[src/rtl/ifu_fetch.sv]
// Instruction fetch unit: issues one word read at a time to instruction
// memory, holds the returned word for the core and moves pc to the
// core-supplied successor when the core takes the instruction.
module ifu_fetch #(
    parameter int                ADDR_W   = 32,
    parameter int                DATA_W   = 32,
    parameter logic [ADDR_W-1:0] RESET_PC = 32'h8000_0000
) (
    input  logic              clk,
    input  logic              rst,
    output logic              req_valid,
    input  logic              req_ready,
    output logic [ADDR_W-1:0] req_addr,
    input  logic              resp_valid,
    input  logic [DATA_W-1:0] resp_data,
    input  logic              resp_err,
    output logic              inst_valid,
    input  logic              inst_ready,
    output logic [DATA_W-1:0] instruction,
    output logic [ADDR_W-1:0] pc,
    input  logic [ADDR_W-1:0] next_pc,
    output logic              fetch_err,
    output logic [ADDR_W-1:0] err_addr,
    output logic [31:0]       fetch_cnt
);

    typedef enum logic [2:0] {
        S_IDLE = 3'd0,
        S_REQ  = 3'd1,
        S_WAIT = 3'd2,
        S_HOLD = 3'd3,
        S_ERR  = 3'd4
    } state_t;

    state_t            state_reg, state_next;
    logic [ADDR_W-1:0] pc_reg, pc_next;
    logic [DATA_W-1:0] instr_reg, instr_next;
    logic              err_reg, err_next;
    logic [ADDR_W-1:0] err_addr_reg, err_addr_next;
    logic [31:0]       cnt_reg, cnt_next;

    // State and datapath registers; reset wins over everything, which also
    // drops any response still in flight from before the reset.
    always_ff @(posedge clk) begin
        if (rst) begin
            state_reg    <= S_IDLE;
            pc_reg       <= RESET_PC;
            instr_reg    <= '0;
            err_reg      <= 1'b0;
            err_addr_reg <= '0;
            cnt_reg      <= '0;
        end else begin
            state_reg    <= state_next;
            pc_reg       <= pc_next;
            instr_reg    <= instr_next;
            err_reg      <= err_next;
            err_addr_reg <= err_addr_next;
            cnt_reg      <= cnt_next;
        end
    end

    // Next-state and datapath update; only one request is ever outstanding
    // because a new request is issued only after the previous instruction
    // has been handed over.
    always_comb begin
        state_next    = state_reg;
        pc_next       = pc_reg;
        instr_next    = instr_reg;
        err_next      = err_reg;
        err_addr_next = err_addr_reg;
        cnt_next      = cnt_reg;
        case (state_reg)
            S_IDLE: begin
                state_next = S_REQ;
            end
            S_REQ: begin
                // responses here cannot belong to a live request
                if (req_ready) begin
                    state_next = S_WAIT;
                end
            end
            S_WAIT: begin
                if (resp_valid) begin
                    if (resp_err) begin
                        err_next      = 1'b1;
                        err_addr_next = pc_reg;
                        state_next    = S_ERR;
                    end else begin
                        instr_next = resp_data;
                        state_next = S_HOLD;
                    end
                end
            end
            S_HOLD: begin
                if (inst_ready) begin
                    cnt_next = cnt_reg + 32'd1;
                    if (next_pc[1:0] == 2'b00) begin
                        pc_next    = next_pc;
                        state_next = S_REQ;
                    end else begin
                        // misaligned target: keep pc of the last good fetch
                        err_next      = 1'b1;
                        err_addr_next = next_pc;
                        state_next    = S_ERR;
                    end
                end
            end
            S_ERR: begin
                // terminal until reset
                state_next = S_ERR;
            end
            default: begin
                state_next = S_IDLE;
            end
        endcase
    end

    // Outputs come straight from registers or the state decode.
    assign req_valid   = (state_reg == S_REQ);
    assign inst_valid  = (state_reg == S_HOLD);
    assign req_addr    = pc_reg;
    assign pc          = pc_reg;
    assign instruction = instr_reg;
    assign fetch_err   = err_reg;
    assign err_addr    = err_addr_reg;
    assign fetch_cnt   = cnt_reg;

endmodule

[config.mk]
export PLATFORM = sky130hd
export DESIGN_NAME = ifu_fetch
export DESIGN_NICKNAME = d
export VERILOG_FILES = /design/src/rtl/ifu_fetch.sv
export SDC_FILE = /design/constraint.sdc
export NUM_CORES = 1
export LEC_CHECK = 0
export BUFFER_PORTS_ARGS = -buffer_cell sky130_fd_sc_hd__buf_2
export CAP_MARGIN = 20
export CORE_MARGIN = 2
export CORE_UTILIZATION = 27
export CTS_CLUSTER_DIAMETER = 40
export DETAILED_ROUTE_END_ITERATION = 8
export PLACE_DENSITY_LB_ADDON = 0.1
export SLEW_MARGIN = 10
export SYNTH_ARGS = -nofsm -noshare
export SYNTH_HDL_FRONTEND = slang
export SYNTH_SLANG_ARGS = --single-unit
[constraint.sdc]
create_clock -name clk -period 2.4 [get_ports clk]
set_input_delay 0.12 -clock clk [delete_from_list [all_inputs] [get_ports clk]]
set_output_delay 0.12 -clock clk [all_outputs]
set_load 0.03 [all_outputs]
# ---- Word level (Yosys, flattened, before mapping)
# Index checks and enable logic that the tools add are counted.
# W data, S select, Z words.
dict set report totals {
  register_bits 132
  out_inout_bits 163
  wordCells 41
}
dict set report op_classes {
  reduce_logical 8
  addsub 1
  eq_ne 9
  bitwise_logic 1
  mux 16
}
# op count
set ops {}
lappend ops {{$mux W32} 4}
lappend ops {{$pmux W32 S2} 1}
lappend ops {{$add A32 B1 Y32 const B} 1}
lappend ops {{$mux W3} 5}
lappend ops {{$pmux W3 S5} 1}
lappend ops {{$reduce_and A3 Y1} 3}
lappend ops {{$eq A3 B2 Y1 const B} 2}
lappend ops {{$ne A2 B2 Y1 const B} 3}
lappend ops {{$reduce_and A5 Y1} 1}
lappend ops {{$mux W1} 4}
lappend ops {{$ne A2 B1 Y1 const B} 2}
lappend ops {{$eq A3 B1 Y1 const B} 1}
lappend ops {{$eq A3 B3 Y1 const B} 1}
lappend ops {{$logic_not A3 Y1} 1}
lappend ops {{$logic_not A2 Y1} 1}
lappend ops {{$pmux W1 S2} 1}
lappend ops {{$reduce_and A2 Y1} 1}
lappend ops {{$reduce_bool A2 Y1} 1}
lappend ops {{$not A1 Y1} 1}

# ---- Logic depth before layout (Yosys ltp)
dict set report logic_depth {
  ltp_word 4
  mapped_depth 8
}

# ---- Least setup slack after synthesis
# OpenSTA, ideal clock, no wires.
dict set report synth_path {
  path_kind {register -> register}
  startpoint {reg cnt_reg[3] (netlist: fetch_cnt[3])}
  endpoint {reg cnt_reg[31] (netlist: fetch_cnt[31])}
  setup_slack_ns 0.084
  t_required_ns 2.279
  path_stages_with_launch 7
  path_buffers 2
  setup_time_ns 0.121
  arrival_ns 2.196
  cell_sequence {dfxtp_1 > nand4_1 > or4_1 > buf_2 > buf_6 > nor4_1 > mux2_2}
}
dict set report synth_between {
  elab_chain_cells 1
}
# element line
set synth_rtl {}
lappend synth_rtl {{from (decl)} 40} ;# logic [31:0] cnt_reg, cnt_next;
lappend synth_rtl {{from (signal assigned)} 58} ;# cnt_reg <= cnt_next;
lappend synth_rtl {{$add A32 B1 Y32} 96} ;# cnt_next = cnt_reg + 32'd1;
# No other way between the ends.
# A chain may end at the register's enable or synchronous reset.

# ---- Final worst setup path
dict set report layout_path {
  startpoint {reg cnt_reg[8] (netlist: fetch_cnt[8])}
  endpoint {reg cnt_reg[31] (netlist: fetch_cnt[31])}
}
# The elaborated chain is that of the path after synthesis.

==> results_dict.tcl <==
set metrics [dict create \
    arrival_ns 2.48 \
    core_area_um2 20800 \
    synthMuxAreaShare_pct 6.24 \
    grt_pass1_wl_mm 28.3 \
    status "complete, no violations" \
    cts_buffers 17 \
    yosysSeqAreaShare_pct 46.5 \
    power_mw 5.71 \
    die_width_um 149 \
    n_antenna_cell 0 \
    power_density_nw_per_um2 693 \
    place_ws_ns 0.239 \
    drt_iter0_drc 138 \
    grt_pass1_vias 5197 \
    clk_latency_ns 0.42 \
    rsz0062_at_grt "false" \
    synth_top_area_cell "dfxtp_1" \
    hold_viol_final 0 \
    dr_wl_met3_mm 1.16 \
    htreeDepth 4 \
    start_kind "flop" \
    vias_per_cell 4.61 \
    area_growth_pct 45.1 \
    tightest_slew_ns 0.510 \
    io_pins 233 \
    fin_crit_sh_pct 90.4 \
    antenna_left 0 \
    timing.final.ws_setup_ns 0.230 \
    cts_resized 0 \
    drv_slew 0 \
    rows 53 \
    synth_common_cells "138 x nand2_1, 132 x dfxtp_1, 119 x a21oi_1" \
    peakVddDrop_mv 0.470 \
    synthArstFlopShare_pct 0 \
    max-cap-violations 0 \
    finish.utilization_pct 39.6 \
    place.gp.congestion 0.740 \
    synth_ff_type "dfxtp_1" \
    worstSetupPathType "reg2reg" \
    syn_nets 747 \
    yosysTopAreaCellShare_pct 46.5 \
    end_kind "flop" \
    ys_seq_elements 132 \
    cp.required_ns 2.70 \
    drc 0 \
    fin_worst_skew_ns 0.00858 \
    tns_ns 0 \
    netlist_instances 676 \
    grt_antenna_before_repair 0 \
    synth_xor_area_share_pct 1.23 \
    min_path_type "in2reg" \
    syn_avg_cell_area_um2 8.40 \
    track_usage_pct 16.1 \
    dr.pass1.iters 4 \
    dr.max_layer_used "met4" \
    start_util_pct 27.3 \
    yosys.area_share.adder_pct 0.220 \
    synth_compound_area_share_pct 17.9 \
    root_buffer "clkbuf_16" \
    tritoncts "yes" \
    io_buffers 232 \
    synth_edf_count 0 \
    cts_buffer_depth 2 \
    yosys_warnings 0 \
    drt-wirelength-per-cell_um 14.8 \
    post-dp-hpwl_mm 12.0 \
    period_minus_slack_ns 2.17 \
    final_net_count 1005 \
    setup_viol 0 \
    path_clk_slew_ns 0.06 \
    synthSimpleGateAreaFrac_pct 19.4 \
    crit_fanout 36 \
    wirelength_mm 18.1 \
    drt-met1-wl_mm 8.66 \
    grt_overflow_total 0 \
    ys_top_cells_by_area "dfxtp_1 47%, a21oi_1 10%, nand2_1 9.1%" \
    grt_max_degree 71 \
    synth_top_family_by_area "simple AND/OR/NAND/NOR gates" \
    dieArea_um2 22200 \
    synth_cell_types 37 \
    cts.sinks 132 \
    vias 5625 \
    relSlewSlack_pct 66.0 \
    layout-drive-gt1-share_pct 32.1 \
    p_leak_nw 3.65 \
    die_y_um 149 \
    fmax_mhz 461 \
    dr_wl_met2_mm 8.04 \
    synth.most_common_cell "nand2_1" \
    synth_area_um2 5680 \
]
## layout by cell type (no fill, tap or decap), drive strengths merged, types with 2 or more instances in the layout
| master | instances |
|---|---|
| nor2 | 18 |
| o31ai | 16 |
| clkinv | 8 |
| a211oi | 32 |
| nand4 | 8 |
| clkbuf | 17 |
| nand3b | 2 |
| or4 | 17 |
| nand3 | 13 |
| bufinv | 3 |
| xnor2 | 6 |
| and4 | 3 |
| nand2 | 138 |
| clkinvlp | 3 |
| nor4 | 5 |
| and3 | 3 |
| a21oi | 119 |
| nand2b | 3 |
| xor2 | 2 |
| nor3 | 6 |
| nor2b | 4 |
| mux2i | 32 |
| or3 | 5 |
| buf | 262 |
| dfxtp | 132 |
| nor3b | 4 |
| o21ai | 6 |
| dlygate4sd3 | 62 |
| inv | 6 |
| mux2 | 3 |
## area by class of cell
class	count	area, um^2
multi-input combinational	453	2590
timing repair buffer	324	2050
fill	2195	12600
tap	275	344
inverter	6	22.5
sequential	132	2640
clock buffer	17	425
clock inverter	14	164
## report_power, final
part,total [mW],switching (mW),internal [mW]
logic,0.770,0.465,0.305
clock network,2.64,1.01,1.62
registers,2.30,0.0373,2.26
total,5.71,1.52,4.19
## final timing paths
check / cells past startpoint / end / start / slack (ns)
setup / recovery: 5 / fetch_cnt[31]$_SDFFE_PP0P_ / fetch_cnt[8]$_SDFFE_PP0P_ / 0.23
hold / removal: 3 / err_addr[0]$_SDFFE_PP0P_ / next_pc[0] / 0.08
setup reg to reg: 5 / fetch_cnt[31]$_SDFFE_PP0P_ / fetch_cnt[8]$_SDFFE_PP0P_ / 0.23
hold reg to reg: 2 / instruction[8]$_SDFFE_PP0P_ / instruction[8]$_SDFFE_PP0P_ / 0.45
## worst max-delay path: stages (launching register included)
cell and delay [ns]:
dfxtp_1 0.40, nand4_1 0.18, or4_1 0.53, buf_4 0.26, nor4_1 0.32, mux2_2 0.36
## what timing repair did
| item | CTS | global route |
|---|---|---|
| endpoints found under the setup margin | 0 | 0 |
| buffers inserted | 0 | 0 |
| hold endpoints to repair | 62 | 0 |
| hold buffers | 62 | 0 |
## layer usage
layer / global-route usage (%) / vias up
li1: - / 2861
met1: 21.9 / 2583
met2: 25.0 / 168
met3: 4.43 / 13
met4: 4.86 / 0
met5: 0 / -
## kinds of logic (layout without fill, tap and decap cells)
logic type | after synthesis | count (layout)
compound gates | 176 | 176
fa+ha+maj | 1 | 1
flops | 132 | 132
xor+xnor | 8 | 8
buf+inv | 91 | 361
simple gates | 233 | 233
mux | 35 | 35
## per-stage QoR
stage                     cell area [um^2]  cells  hold WS [ns]
after floorplan                       5680    676         0.244
after global placement                7030   1128         0.353
after detailed placement              7030   1128         0.351
after CTS                             8240   1221        0.0673
after global routing                  8240   1221        0.0864
final                                 8240   1221        0.0846
Note: power is estimated with default switching activity, not from simulation.
